**src/rtl/cpu_pkg.sv**
```systemverilog
// Shared types for the ID/EX stage.
//   wb_sel_e    : writeback source select (0 ALU, 1..5 load variants)
//   haz_state_e : load-use control state
//   idex_t      : every field held in the ID/EX register
//   IDEX_BUBBLE : all-zero register value (no valid instruction, no side effects)
//   is_load     : true when a writeback select names a memory load
package cpu_pkg;

    localparam int unsigned CPU_XLEN   = 32;
    localparam int unsigned CPU_REG_AW = 5;

    typedef enum logic [2:0] {
        WB_ALU = 3'd0,
        WB_LB  = 3'd1,
        WB_LH  = 3'd2,
        WB_LW  = 3'd3,
        WB_LBU = 3'd4,
        WB_LHU = 3'd5
    } wb_sel_e;

    typedef enum logic {
        RUN      = 1'b0,
        LU_STALL = 1'b1
    } haz_state_e;

    typedef struct packed {
        logic                  valid;
        logic [CPU_XLEN-1:0]   pc;
        logic [CPU_XLEN-1:0]   imm;
        logic [CPU_XLEN-1:0]   rs1_data;
        logic [CPU_XLEN-1:0]   rs2_data;
        logic [CPU_REG_AW-1:0] rs1_sel;
        logic [CPU_REG_AW-1:0] rs2_sel;
        logic                  rs1_used;
        logic                  rs2_used;
        logic [CPU_REG_AW-1:0] rd_sel;
        logic                  reg_wr_en;
        logic [2:0]            reg_wr_mux_sel;
        logic [2:0]            op1_msel;
        logic [2:0]            op2_msel;
        logic                  op1_def;
        logic                  op2_def;
        logic                  dmem_wr_en;
        logic [3:0]            alu_op;
    } idex_t;

    localparam idex_t IDEX_BUBBLE = '0;

    function automatic logic is_load(input logic [2:0] sel);
        return (sel >= WB_LB) && (sel <= WB_LHU);
    endfunction

endpackage

```
**src/rtl/load_use_detect.sv**
```systemverilog
// Combinational load-use hazard detector.
//   Inputs : ID source indices/usage flags, EX valid/write-enable/writeback select/rd.
//   Output : hazard -- the instruction in ID reads, through the ALU, the register
//            a load in EX has not yet returned.
// Store data (rs2 not ALU-used) is left to forwarding and never raises hazard.
module load_use_detect
    import cpu_pkg::*;
#(
    parameter int unsigned REG_AW = 5
) (
    input  logic              id_valid,
    input  logic [REG_AW-1:0] id_rs1_sel,
    input  logic              id_rs1_used,
    input  logic [REG_AW-1:0] id_rs2_sel,
    input  logic              id_rs2_used,
    input  logic              ex_valid,
    input  logic              ex_reg_wr_en,
    input  logic [2:0]        ex_reg_wr_mux_sel,
    input  logic [REG_AW-1:0] ex_rd_sel,
    output logic              hazard
);

    logic ex_load;
    logic rs1_dep;
    logic rs2_dep;

    always_comb begin
        // rd = x0 is never actually written, so it cannot create a dependency.
        ex_load = ex_valid && ex_reg_wr_en && is_load(ex_reg_wr_mux_sel) && (ex_rd_sel != '0);
        rs1_dep = id_rs1_used && (id_rs1_sel == ex_rd_sel);
        rs2_dep = id_rs2_used && (id_rs2_sel == ex_rd_sel);
        hazard  = id_valid && ex_load && (rs1_dep || rs2_dep);
    end

endmodule

```
**src/rtl/id_ex_stage.sv**
```systemverilog
// ID/EX pipeline register with load-use hazard control.
//   clk, rst          : clock, synchronous active-high reset
//   id_*              : decoded instruction fields from ID
//   ex_flush          : taken branch/jump in EX; the ID instruction is killed
//   mem_stall         : downstream stall; the whole stage freezes
//   ex_*              : registered copy of the id_* fields plus ex_valid
//   stall_if_id       : hold PC and IF/ID this cycle
//   stall_cnt/flush_cnt (only with HAZ_PERF_CNT_EN defined): 32-bit event counters
module id_ex_stage
    import cpu_pkg::*;
#(
    parameter int unsigned XLEN   = 32,
    parameter int unsigned REG_AW = 5
) (
    input  logic              clk,
    input  logic              rst,
    input  logic              id_valid,
    input  logic [REG_AW-1:0] id_rs1_sel,
    input  logic [REG_AW-1:0] id_rs2_sel,
    input  logic              id_rs1_used,
    input  logic              id_rs2_used,
    input  logic [REG_AW-1:0] id_rd_sel,
    input  logic              id_reg_wr_en,
    input  logic [2:0]        id_reg_wr_mux_sel,
    input  logic [2:0]        id_op1_msel,
    input  logic [2:0]        id_op2_msel,
    input  logic              id_op1_def,
    input  logic              id_op2_def,
    input  logic              id_dmem_wr_en,
    input  logic [3:0]        id_alu_op,
    input  logic [XLEN-1:0]   id_pc,
    input  logic [XLEN-1:0]   id_imm,
    input  logic [XLEN-1:0]   id_rs1_data,
    input  logic [XLEN-1:0]   id_rs2_data,
    input  logic              ex_flush,
    input  logic              mem_stall,
    output logic              ex_valid,
    output logic [REG_AW-1:0] ex_rs1_sel,
    output logic [REG_AW-1:0] ex_rs2_sel,
    output logic              ex_rs1_used,
    output logic              ex_rs2_used,
    output logic [REG_AW-1:0] ex_rd_sel,
    output logic              ex_reg_wr_en,
    output logic [2:0]        ex_reg_wr_mux_sel,
    output logic [2:0]        ex_op1_msel,
    output logic [2:0]        ex_op2_msel,
    output logic              ex_op1_def,
    output logic              ex_op2_def,
    output logic              ex_dmem_wr_en,
    output logic [3:0]        ex_alu_op,
    output logic [XLEN-1:0]   ex_pc,
    output logic [XLEN-1:0]   ex_imm,
    output logic [XLEN-1:0]   ex_rs1_data,
    output logic [XLEN-1:0]   ex_rs2_data,
    output logic              stall_if_id
`ifdef HAZ_PERF_CNT_EN
    ,
    output logic [31:0]       stall_cnt,
    output logic [31:0]       flush_cnt
`endif
);

    haz_state_e state_q, state_d;
    idex_t      idex_q, idex_d, id_word;
    logic       hazard;
    logic       stall_evt;
    logic       flush_evt;

    load_use_detect #(.REG_AW(REG_AW)) u_lud (
        .id_valid          (id_valid),
        .id_rs1_sel        (id_rs1_sel),
        .id_rs1_used       (id_rs1_used),
        .id_rs2_sel        (id_rs2_sel),
        .id_rs2_used       (id_rs2_used),
        .ex_valid          (idex_q.valid),
        .ex_reg_wr_en      (idex_q.reg_wr_en),
        .ex_reg_wr_mux_sel (idex_q.reg_wr_mux_sel),
        .ex_rd_sel         (idex_q.rd_sel),
        .hazard            (hazard)
    );

    always_comb begin
        id_word                = IDEX_BUBBLE;
        id_word.valid          = id_valid;
        id_word.pc             = id_pc;
        id_word.imm            = id_imm;
        id_word.rs1_data       = id_rs1_data;
        id_word.rs2_data       = id_rs2_data;
        id_word.rs1_sel        = id_rs1_sel;
        id_word.rs2_sel        = id_rs2_sel;
        id_word.rs1_used       = id_rs1_used;
        id_word.rs2_used       = id_rs2_used;
        id_word.rd_sel         = id_rd_sel;
        id_word.reg_wr_en      = id_reg_wr_en;
        id_word.reg_wr_mux_sel = id_reg_wr_mux_sel;
        id_word.op1_msel       = id_op1_msel;
        id_word.op2_msel       = id_op2_msel;
        id_word.op1_def        = id_op1_def;
        id_word.op2_def        = id_op2_def;
        id_word.dmem_wr_en     = id_dmem_wr_en;
        id_word.alu_op         = id_alu_op;
    end

    // Priority: mem_stall > ex_flush > hazard > normal capture.
    always_comb begin
        state_d     = state_q;
        idex_d      = idex_q;
        stall_if_id = 1'b0;
        stall_evt   = 1'b0;
        flush_evt   = 1'b0;
        if (mem_stall) begin
            stall_if_id = 1'b1;
        end else if (ex_flush) begin
            idex_d    = IDEX_BUBBLE;
            state_d   = RUN;
            flush_evt = 1'b1;
        end else begin
            unique case (state_q)
                RUN: begin
                    if (hazard) begin
                        idex_d      = IDEX_BUBBLE;
                        stall_if_id = 1'b1;
                        stall_evt   = 1'b1;
                        state_d     = LU_STALL;
                    end else begin
                        idex_d = id_word;
                    end
                end
                LU_STALL: begin
                    // The load has moved on and is forwardable: capture without re-checking.
                    idex_d  = id_word;
                    state_d = RUN;
                end
                default: begin
                    idex_d  = IDEX_BUBBLE;
                    state_d = RUN;
                end
            endcase
        end
    end

    always_ff @(posedge clk) begin
        if (rst) begin
            state_q <= RUN;
            idex_q  <= IDEX_BUBBLE;
        end else begin
            state_q <= state_d;
            idex_q  <= idex_d;
        end
    end

`ifdef HAZ_PERF_CNT_EN
    always_ff @(posedge clk) begin
        if (rst) begin
            stall_cnt <= '0;
            flush_cnt <= '0;
        end else begin
            if (stall_evt) stall_cnt <= stall_cnt + 32'd1;
            if (flush_evt) flush_cnt <= flush_cnt + 32'd1;
        end
    end
`endif

    assign ex_valid          = idex_q.valid;
    assign ex_pc             = idex_q.pc;
    assign ex_imm            = idex_q.imm;
    assign ex_rs1_data       = idex_q.rs1_data;
    assign ex_rs2_data       = idex_q.rs2_data;
    assign ex_rs1_sel        = idex_q.rs1_sel;
    assign ex_rs2_sel        = idex_q.rs2_sel;
    assign ex_rs1_used       = idex_q.rs1_used;
    assign ex_rs2_used       = idex_q.rs2_used;
    assign ex_rd_sel         = idex_q.rd_sel;
    assign ex_reg_wr_en      = idex_q.reg_wr_en;
    assign ex_reg_wr_mux_sel = idex_q.reg_wr_mux_sel;
    assign ex_op1_msel       = idex_q.op1_msel;
    assign ex_op2_msel       = idex_q.op2_msel;
    assign ex_op1_def        = idex_q.op1_def;
    assign ex_op2_def        = idex_q.op2_def;
    assign ex_dmem_wr_en     = idex_q.dmem_wr_en;
    assign ex_alu_op         = idex_q.alu_op;

endmodule
```
**config.mk**
```make
export PLATFORM = sky130hd
export DESIGN_NAME = id_ex_stage
export DESIGN_NICKNAME = d
export VERILOG_FILES = /design/src/rtl/cpu_pkg.sv /design/src/rtl/load_use_detect.sv /design/src/rtl/id_ex_stage.sv
export SDC_FILE = /design/constraint.sdc
export NUM_CORES = 1
export LEC_CHECK = 0
export CORE_AREA = 2 2 128 130
export CTS_BUF_LIST = sky130_fd_sc_hd__clkbuf_4 sky130_fd_sc_hd__clkbuf_8
export DETAILED_ROUTE_END_ITERATION = 8
export DIE_AREA = 0 0 130 132
export GPL_ROUTABILITY_DRIVEN = 0
export HOLD_SLACK_MARGIN = 0.1
export PLACE_DENSITY_LB_ADDON = 0.05
export RECOVER_POWER = 100
export SLEW_MARGIN = 20
export SYNTH_ARGS = -nofsm -noshare
export SYNTH_HDL_FRONTEND = slang
export SYNTH_HIERARCHICAL = 1
export SYNTH_SLANG_ARGS = --single-unit
```
**constraint.sdc**
```tcl
create_clock -name clk -period 2.85 [get_ports clk]
set_input_delay 0.57 -clock clk [delete_from_list [all_inputs] [get_ports clk]]
set_output_delay 0.57 -clock clk [all_outputs]
set_load 0.02 [all_outputs]
```
==> results of run 1 <==
## worst register-to-register path: stages, from the launching register on
cell       delay, ps
dfxtp_2          370
or4_4            530
o2111ai_2        200
a211o_2          150
a21oi_2           30
nor2b_4          120
clkbuf_1         110
nor4_2           450
buf_4            370
buf_12           150
a22o_1           120
## final timing paths
path / slack [ps] / cells past startpoint / endpoint / start
min reg2reg: 470 / 1 / ex_imm[7]$_SDFFE_PP0N_ / ex_imm[7]$_SDFFE_PP0N_
max: 130 / 7 / stall_if_id / ex_rd_sel[2]$_SDFFE_PP0N_
max reg2reg: 220 / 10 / ex_rs2_data[31]$_SDFFE_PP0N_ / ex_rd_sel[2]$_SDFFE_PP0N_
min: 420 / 2 / ex_rs2_sel[1]$_SDFFE_PP0N_ / id_rs2_sel[1]
## placed cells by master, fill, tap and decap left out, types with 2 or more instances in the layout
cell type        count
buf_4                6
a22o_1             163
clkinv_2             2
xor2_1               8
nor4_2               2
nor2b_4              2
clkinvlp_4           3
buf_12               8
clkbuf_8            22
dfxtp_1            162
nor2_1               2
clkinv_4             3
nand3_1              2
dfxtp_2              2
dlygate4sd3_1      163
xnor2_1              2
clkdlybuf4s50_1    165
## where the power goes
part           leakage [nW]  internal, mW  switching (mW)
Sequential             1.34          2.38          0.0478
Clock                 0.197         0.811           0.848
Combinational          2.45         0.413           0.294
Total                  3.98          3.60            1.19
## registers in the layout, summed over array words and instances (netlist names)
| name | cells |
|---|---|
| ex_imm | 32 |
| ex_pc | 32 |
| ex_rs1_data | 32 |
| ex_rs2_data | 32 |
| ex_rd_sel | 5 |
| ex_rs1_sel | 5 |
| ex_rs2_sel | 5 |
| ex_alu_op | 4 |
| ex_op1_msel | 3 |
| ex_op2_msel | 3 |
| ex_reg_wr_mux_sel | 3 |
| ex_dmem_wr_en | 1 |
| ex_op1_def | 1 |
| ex_op2_def | 1 |
| ex_reg_wr_en | 1 |
| ex_rs1_used | 1 |
| ex_rs2_used | 1 |
| ex_valid | 1 |
| state_q | 1 |
## timing repair
action | 4_1_cts | 5_1_grt
pin swaps | 0 | 5
cloned | 0 | 0
hold endpoints to repair | 0 | 0
setup endpoints to repair | 1 | 28
buffers inserted | 0 | 0
gates resized for setup | 9 | 5
## stage by stage
step / util [%] / cells
floorplan: - / 390
global placement: 55.3 / 914
detailed placement: 55.3 / 914
CTS: 58.0 / 946
global route: 58.1 / 946
finish: 58.1 / 946
## kinds of logic (layout without fill, tap and decap cells)
kind of cell / Yosys count / in the layout
flip-flops: 164 / 164
AO/OA/AOI/OAI: 168 / 168
AND/OR/NAND/NOR: 11 / 11
buffers and inverters: 37 / 377
XOR/XNOR: 10 / 10
## layer usage
layer | up-vias | share of wire (%) | track usage, %
li1 | 2159 | - | -
met5 | - | 0 | 0
met4 | 0 | 1.6 | 6.21
met1 | 2112 | 40 | 22.2
met2 | 207 | 49 | 33.0
met3 | 24 | 9.3 | 8.20
## final cells by class
type                            instances  area share [%]
Timing Repair Buffer                  344            38.4
Clock buffer                           22            3.32
Sequential cell                       164            36.0
Inverter                                1          0.0412
Clock inverter                         10            1.07
Multi-Input combinational cell        189            18.2
Tap cell                              216            2.96
==> results.ini, run 1 <==
[global_routing]
grt_pass1_vias=4664
track_usage_pct=19.5
grt_pass1_wl_mm=25.8
grt_overflow_total=0
grt_max_degree=85
antenna_found_initial=0

[timing]
finalClockSkew_ps=15.8
max_freq_mhz=367
hold_viol=0
grt_setup_unrepaired=no
timing.slew.headroom_pct=60.0
period_needed_ps=2720
timing.setup.tns_ps=0
tightest_slew_ps=594
fin_crit_sh_pct=95.5
hold-worst-slack_ps=421
drv_slew=0
setup_viol=0
worst_slack_ps=127

[worst_setup_path]
cp-end-kind=output port
start_kind=flop
worst_path_max_delay_cell=or4_4
critPathBufInv=1
critical_path.top_delay_family=simple AND/OR/NAND/NOR gates
max_stage_delay_ps=530
critical_path_required_ps=2280
path_max_fanout=5
arrival_ps=2150
crit_chain=or4_4, o2111ai_2, a211o_2, a21oi_2, nor2b_4, a21o_1, buf_4
path_class=flop to output port

[finish]
nFillCells=1308
antenna_cells=0
layout-drive-gt1-share_pct=7.67
nets=884
seq_area_um2=3290
multi_input_area_um2=1660
fin_area_um2=9120
syn_to_final_growth_pct=78.1

[floorplanning]
dieArea_um2=17200
die_width_um=130
ios=331
core_area_um2=15700
initial_core_util_pct=32.6
die_h_um=132
num_rows=46

[synthesis]
synth.area.top_cells=dfxtp_1, a22o_1, buf_2, buf_6, xor2_1
ys_types=19
synth-simple-area-share_pct=1.20
synthAdderAreaFrac_pct=0
synth_nets=557
ys.flop_type=dfxtp_1
yosys.area.top_type=dfxtp_1
ys_async_sr_fraction_pct=0
synth_area_um2=5120
synth_top_family_by_area=compound AO/OA/AOI/OAI gates
yosysSeqAreaShare_pct=64.1
syn_avg_cell_area_um2=13.1
synth_top_cell_area_share_pct=64.1
synth_top_cells_by_count=dfxtp_1, a22o_1, buf_2
synth-xor-area-share_pct=1.71
postSynthCellCount=390
synth_edf_count=0
synth_warnings=6
synth_most_common_cell=dfxtp_1
synth-compound-area-share_pct=28.6
muxShareOfSynthArea_pct=0
ys_ff_latch=164

[routing]
avgViaCountPerCell=4.76
num_vias=4502
drt-total-wl_mm=16.9
wire_per_inst_um=17.9
first_pass_iters=5
dr.first_iter.drc_count=196
ant_nets=0
drc=0

[power]
vdd.ir_drop.worst_uv=246
p_per_area_nw_per_um2=526
power_mw=4.79
leakage_nw=3.98

[clocking]
cts_root_buffer=clkbuf_8
htree_levels=4
cts_sinks=164
cts_tree=done
clockBufferDepth=2
clk_pin_slew_worst_paths_ps=90
cts_buffers=17
cts_hold_buf=0
clk_latency_ps=460

[placed_design]
placed_cell_area_um2=8690
port_buffers=330
hpwl_mm=12.3
pre_cts_ws_ps=-458

[run_status]
status=finished clean

[worst_hold_path]
hold_path.class=input pin to flop

[run]
cap_violations=0

No activity file was read; power rests on OpenSTA's default activity.
==> inputs of run 2 (changes only) <==
--- a/config.mk
+++ b/config.mk
@@ -18,3 +18,4 @@
 export SYNTH_HDL_FRONTEND = slang
 export SYNTH_HIERARCHICAL = 1
 export SYNTH_SLANG_ARGS = --single-unit
+export TNS_END_PERCENT = 1
==> results of run 2 <==
No change in the layout: final DEF, timing and power equal those of run 1.
